$ cat src/rtl/seg7_msg_sequencer_pkg.sv
// Shared types and constants for the 7-segment message sequencer.
package seg7_msg_sequencer_pkg;

  // Message sources. Each encoding is also the index of its source.
  typedef enum logic [2:0] {
    MSG_EMPTY = 3'd0,
    MSG_READY = 3'd1,
    MSG_RUN   = 3'd2,
    MSG_PAUSE = 3'd3,
    MSG_DONE  = 3'd4
  } msg_t;

  typedef enum logic {
    MODE_STATIC = 1'b0,
    MODE_BLINK  = 1'b1
  } seg_mode_t;

  typedef enum logic {
    StShow = 1'b0,
    StWipe = 1'b1
  } seg_seq_state_t;

  // Active-low segments: all ones is a dark digit.
  localparam logic [7:0] SEG_BLANK = 8'hFF;

endpackage

$ cat src/rtl/seg7_msg_sequencer_if.sv
// Connection between the game-control side and the message sequencer.
interface seg7_msg_sequencer_if
  import seg7_msg_sequencer_pkg::*;
#(
  parameter int unsigned DIGITS = 6,
  parameter int unsigned N_MSG  = 5
);
  localparam int unsigned MsgW = (N_MSG > 1) ? $clog2(N_MSG) : 1;

  logic [MsgW-1:0]                   msg_i;
  seg_mode_t                         mode_i;
  logic                              wipe_en_i;
  logic [N_MSG-1:0][DIGITS-1:0][7:0] seg_i;
  logic [DIGITS-1:0][7:0]            seg_o;
  logic                              busy_o;

  modport master (
    output msg_i, mode_i, wipe_en_i, seg_i,
    input  seg_o, busy_o
  );

  modport slave (
    input  msg_i, mode_i, wipe_en_i, seg_i,
    output seg_o, busy_o
  );

endinterface

$ cat src/rtl/seg7_tick_gen.sv
// Prescaler emitting a one-cycle tick on the cycle it wraps from DIV-1 to 0.
module seg7_tick_gen #(
  parameter int unsigned DIV = 2
) (
  input  logic clk_i,
  input  logic rst_i,
  input  logic en_i,
  input  logic clr_i,
  output logic tick_o
);
  localparam int unsigned CntW = (DIV > 1) ? $clog2(DIV) : 1;

  logic [CntW-1:0] cnt_q, cnt_d;

  // Clear wins over counting; a cleared cycle never ticks.
  always_comb begin
    tick_o = en_i && !clr_i && (cnt_q == CntW'(DIV - 1));
    cnt_d  = cnt_q;
    if (clr_i) begin
      cnt_d = '0;
    end else if (en_i) begin
      cnt_d = tick_o ? '0 : cnt_q + CntW'(1);
    end
  end

  // Counter state.
  always_ff @(posedge clk_i or posedge rst_i) begin
    if (rst_i) begin
      cnt_q <= '0;
    end else begin
      cnt_q <= cnt_d;
    end
  end

endmodule

$ cat src/rtl/seg7_msg_sequencer.sv
// Selects one of N_MSG live segment sources for the display, with an optional
// left-to-right wipe on message change and an overlaid blink mode.
module seg7_msg_sequencer
  import seg7_msg_sequencer_pkg::*;
#(
  parameter int unsigned DIGITS       = 6,
  parameter int unsigned N_MSG        = 5,
  parameter int unsigned WIPE_CYCLES  = 5_000_000,
  parameter int unsigned BLINK_CYCLES = 25_000_000,
  parameter logic [7:0]  BLANK        = SEG_BLANK
) (
  input logic                 clk_i,
  input logic                 rst_i,
  seg7_msg_sequencer_if.slave bus
);
  localparam int unsigned MsgW = (N_MSG > 1) ? $clog2(N_MSG) : 1;
  localparam int unsigned KW   = $clog2(DIGITS + 1);

  seg_seq_state_t         state_q, state_d;
  logic [MsgW-1:0]        cur_q, cur_d;
  logic [MsgW-1:0]        prev_q, prev_d;
  logic [KW-1:0]          k_q, k_d;
  logic                   phase_q, phase_d;
  seg_mode_t              mode_q;
  logic [DIGITS-1:0][7:0] seg_q, seg_d;
  logic                   busy_q;

  logic [MsgW-1:0] msg_san;
  logic            changed;
  logic            blink_clr;
  logic            wipe_tick;
  logic            blink_tick;

  // Out-of-range indices fall back to the empty message.
  always_comb begin
    msg_san   = (32'(bus.msg_i) < N_MSG) ? bus.msg_i : '0;
    changed   = (msg_san != cur_q);
    blink_clr = changed || ((bus.mode_i == MODE_BLINK) && (mode_q == MODE_STATIC));
  end

  seg7_tick_gen #(
    .DIV (WIPE_CYCLES)
  ) u_wipe_tick (
    .clk_i  (clk_i),
    .rst_i  (rst_i),
    .en_i   (state_q == StWipe),
    .clr_i  (changed),
    .tick_o (wipe_tick)
  );

  seg7_tick_gen #(
    .DIV (BLINK_CYCLES)
  ) u_blink_tick (
    .clk_i  (clk_i),
    .rst_i  (rst_i),
    .en_i   (1'b1),
    .clr_i  (blink_clr),
    .tick_o (blink_tick)
  );

  // Next-state for the wipe FSM and blink phase.
  always_comb begin
    state_d = state_q;
    cur_d   = cur_q;
    prev_d  = prev_q;
    k_d     = k_q;
    if (changed) begin
      cur_d = msg_san;
      if (bus.wipe_en_i) begin
        // A change during a wipe restarts it from the interrupted target.
        prev_d  = cur_q;
        k_d     = KW'(1);
        state_d = StWipe;
      end else begin
        state_d = StShow;
      end
    end else if ((state_q == StWipe) && wipe_tick) begin
      k_d = k_q + KW'(1);
      if (k_d == KW'(DIGITS)) begin
        state_d = StShow;
      end
    end

    phase_d = phase_q;
    if (blink_clr) begin
      phase_d = 1'b1;
    end else if (blink_tick) begin
      phase_d = ~phase_q;
    end
  end

  // Display image built from next-state so outputs lag the inputs by one edge.
  always_comb begin
    seg_d = '0;
    for (int d = 0; d < DIGITS; d++) begin
      if ((state_d == StWipe) && ((d + int'(k_d)) < DIGITS)) begin
        seg_d[d] = bus.seg_i[prev_d][d];
      end else begin
        seg_d[d] = bus.seg_i[cur_d][d];
      end
      if ((bus.mode_i == MODE_BLINK) && !phase_d) begin
        seg_d[d] = BLANK;
      end
    end
  end

  // State and registered outputs.
  always_ff @(posedge clk_i or posedge rst_i) begin
    if (rst_i) begin
      state_q <= StShow;
      cur_q   <= '0;
      prev_q  <= '0;
      k_q     <= '0;
      phase_q <= 1'b1;
      mode_q  <= MODE_STATIC;
      seg_q   <= {DIGITS{BLANK}};
      busy_q  <= 1'b0;
    end else begin
      state_q <= state_d;
      cur_q   <= cur_d;
      prev_q  <= prev_d;
      k_q     <= k_d;
      phase_q <= phase_d;
      mode_q  <= bus.mode_i;
      seg_q   <= seg_d;
      busy_q  <= (state_d == StWipe);
    end
  end

  assign bus.seg_o  = seg_q;
  assign bus.busy_o = busy_q;

endmodule

$ cat src/flat_wrapper.sv
// flat-port wrapper written by rule: the top's interface ports become plain ports
module seg7_msg_sequencer_flat import seg7_msg_sequencer_pkg::*;
#(
  parameter int unsigned DIGITS       = 6,
  parameter int unsigned N_MSG        = 5,
  parameter int unsigned WIPE_CYCLES  = 5_000_000,
  parameter int unsigned BLINK_CYCLES = 25_000_000,
  parameter logic [7:0]  BLANK        = SEG_BLANK
)
  (clk_i, rst_i, bus_msg_i, bus_mode_i, bus_wipe_en_i, bus_seg_i, bus_seg_o, bus_busy_o);
  seg7_msg_sequencer_if #(.DIGITS(DIGITS), .N_MSG(N_MSG)) bus_i ();
  input logic clk_i;
  input logic rst_i;
  input wire logic [$bits(bus_i.msg_i)-1:0] bus_msg_i;
  input wire logic [$bits(bus_i.mode_i)-1:0] bus_mode_i;
  input wire logic [$bits(bus_i.wipe_en_i)-1:0] bus_wipe_en_i;
  input wire logic [$bits(bus_i.seg_i)-1:0] bus_seg_i;
  output wire logic [$bits(bus_i.seg_o)-1:0] bus_seg_o;
  output wire logic [$bits(bus_i.busy_o)-1:0] bus_busy_o;
  assign bus_i.msg_i = bus_msg_i;
  assign bus_i.mode_i = bus_mode_i;
  assign bus_i.wipe_en_i = bus_wipe_en_i;
  assign bus_i.seg_i = bus_seg_i;
  assign bus_seg_o = bus_i.seg_o;
  assign bus_busy_o = bus_i.busy_o;
  seg7_msg_sequencer #(.DIGITS(DIGITS), .N_MSG(N_MSG), .WIPE_CYCLES(WIPE_CYCLES), .BLINK_CYCLES(BLINK_CYCLES), .BLANK(BLANK)) u_core (.clk_i(clk_i), .rst_i(rst_i), .bus(bus_i));
endmodule
$ cat config.mk
export PLATFORM = sky130hd
export DESIGN_NAME = seg7_msg_sequencer_flat
export DESIGN_NICKNAME = d
export VERILOG_FILES = /design/src/rtl/seg7_msg_sequencer_pkg.sv /design/src/rtl/seg7_msg_sequencer_if.sv /design/src/rtl/seg7_tick_gen.sv /design/src/rtl/seg7_msg_sequencer.sv /design/src/flat_wrapper.sv
export SDC_FILE = /design/constraint.sdc
export NUM_CORES = 1
export LEC_CHECK = 0
export CORE_ASPECT_RATIO = 0.7
export CORE_MARGIN = 5
export CORE_UTILIZATION = 53
export CTS_BUF_LIST = sky130_fd_sc_hd__clkbuf_8
export DETAILED_ROUTE_END_ITERATION = 8
export PLACE_DENSITY = 0.95
export REMOVE_ABC_BUFFERS = 1
export SLEW_MARGIN = 20
export SYNTH_ARGS = -nofsm -noshare
export SYNTH_HDL_FRONTEND = slang
export SYNTH_HIERARCHICAL = 1
export SYNTH_SLANG_ARGS = --single-unit
$ cat constraint.sdc
create_clock -name clk_i -period 11.6 [get_ports clk_i]
set_input_delay 2.32 -clock clk_i [delete_from_list [all_inputs] [get_ports clk_i]]
set_output_delay 2.32 -clock clk_i [all_outputs]
set_load 0.01 [all_outputs]
==> results.ini <==
[worst_setup_path]
cp.arrival_ns=6.83
cp-start-kind=input port
worstSetupPathType=in2reg
crit_required_ns=11.94
crit_path_end_kind=flip-flop
cp_max_fo=48
rr_startpoint=u_core/u_blink_tick/cnt_q[6]
crit_start=bus_msg_i[2]

[drt]
wl_met1_um=13000
routed_via_density=6.92
met2_length_um=16500
num_vias=10700
detail-route-antenna-nets=0
highest_layer=met5
dr.first_iter.drc_count=1733
drc=0
dr.pass1.iters=6
wl_per_cell_um=22.9
met3_length_um=4130
drt_wl_total_um=35500

[synthesis]
synthCells=1080
synth.most_common_cell=nand2_1
synthFlopType=dfrtp_1
synthArstFlopShare_pct=100
synthTopCellsByCount=134 x nand2_1, 89 x a21oi_1, 74 x o21ai_0
avgSynthCellArea_um2=8.73
yosys_warnings=6
synth_top_area_share_pct=15.7
yosys_register_bits=108
synth_area_leaders=dfrtp_1 16%, dfstp_2 14%, mux4_2 11%
synth_seq_area_share_pct=29.3
synth_area_mm2=0.00943
synth_top_area_cell=dfrtp_1
synth_edf_count=0
synth_cell_types=77

[cells_and_area]
nNetsFinal=1562
final_core_util_pct=72.8
design_area_mm2=0.0126
drive_gt1_share_pct=13.8
areaGrowthSynthToFinish_pct=33.7
fillers=1291
post_layout_nonfiller_instances=1550

[clock_tree]
hold_buffers=0
htreeDepth=3
path_clk_slew_ns=0.12
postCtsResizedCells=0
postCtsSetupBuffers=0
cts_root_buffer=clkbuf_8
cts_tree=yes
clock_latency_ns=0.39
cts_inserted_buffers=9
cts_buffer_depth=2
cts.sinks=108

[floorplan]
pin_count=296
die_x_um=169
rows=40
die_h_um=122
start_util_pct=54.4
die-area_mm2=0.0206
core_mm2=0.0173

[placement]
place_ws_ns=4.74
numPlacedInstances=1531
io_buffers=295
place_congestion=0.956
dpl_cell_area_mm2=0.0124
place_hpwl_um=25400

[timing]
slew-limit-headroom_pct=23.1
grt_setup_unrepaired=false
skew_ns=0.0220
timing.final.crit_period_ns=6.49
maxSlewViolCount=0
postLayoutSetupSlackWorst_ns=5.11
finalHoldViolations=0
tns_ns=0
setup_viol=0
tightest_slew_ns=1.15
fin_crit_sh_pct=56.0
fmax_mhz=154

[global_routing]
grt_antenna_before_repair=4
track_usage_pct=33.0
grt_max_degree=95
gr-total-overflow=0
grt_pass1_wl_um=55200
grt_pass1_vias=10400

[hold_path]
worstHoldStart=u_core/u_blink_tick/cnt_q[22]
min_path_type=reg2reg

[power]
peakVddDrop_v=0.0000661
power.density_mw_per_mm2=97.2
p_leak_uw=0.00464

[job]
max-cap-violations=0

[status]
status=finished, final reports clean

[layer usage]
layer	up-vias	track usage (%)
met2	884	52.8
met1	5035	42.7
met4	2	16.0
li1	4652	-
met5	-	0
met3	155	7.23
[final timing paths]
check                                                end  slack [ns]  depth (start not counted)
setup reg to reg                    u_core/bus.seg_o[44]        7.20                         10
hold / removal             u_core/u_blink_tick/cnt_q[22]        0.55                          1
hold reg to reg            u_core/u_blink_tick/cnt_q[22]        0.55                          1
max in group asynchronous               u_core/prev_q[2]        8.44                          3
min in group asynchronous  u_core/u_blink_tick/cnt_q[21]        2.44                          2
setup / recovery                     u_core/bus.seg_o[2]        5.11                         13
[per-stage QoR]
step | power [uW] | hold slack [ns]
floorplan | 729 | 0.484
global placement | 982 | 0.517
detailed placement | 996 | 0.536
CTS | 1220 | 0.551
global route | 1280 | 0.575
finish | 1220 | 0.552
[registers in the layout (all words and copies together) (netlist names)]
name,count
u_core/k_q,3
u_core/bus.busy_o,1
u_core/phase_q,1
u_core/u_wipe_tick/cnt_q,23
u_core/u_blink_tick/cnt_q,25
u_core/mode_q,1
u_core/cur_q,3
u_core/bus.seg_o,48
u_core/prev_q,3
[worst max-delay path, stage by stage]
cell and delay, ns:
clkdlybuf4s50_1 0.45, buf_4 0.42, or3b_4 0.47, or3_4 0.43
nand2_4 0.13, inv_4 0.18, nor3_1 0.46, nand2_1 0.30
and3_1 0.32, o41ai_4 0.53, nand2_2 0.27, a211oi_1 0.34
a211o_1 0.17
[layout by cell type (no fill, tap or decap), drive strengths merged, types with 24 or more instances in the layout]
master / count
a211oi: 40
a21oi: 89
a22oi: 24
and3: 26
clkdlybuf4s50: 294
dfrtp: 59
dfstp: 49
mux2i: 39
mux4: 44
nand2: 136
nand3: 69
nor2: 42
nor3: 27
o21ai: 77
[power by group]
group | switching (uW) | internal, uW
clock network | 137 | 84.4
registers | 22.5 | 442
logic | 271 | 268
[cells by family after synthesis]
family          share of synthesized area (%)
buf+inv                                  5.42
simple gates                             21.5
flops                                    29.3
compound gates                           25.1
xor+xnor                                 1.58
mux                                      16.5
fa+ha+maj                               0.531
other cells                            0.0398
[cell type report]
class	instances	area, um2	share of cell area [%]
multi-input cells	856	6190	49.1
repair buffers	312	3080	24.4
flip-flops and latches	108	2760	21.9
well taps	231	289	2.29
clock buffers	10	138	1.09
inverters	24	93.8	0.745
clock inverters	6	41.3	0.328
diodes	3	7.51	0.0596
(Power assumes the default switching activity.)
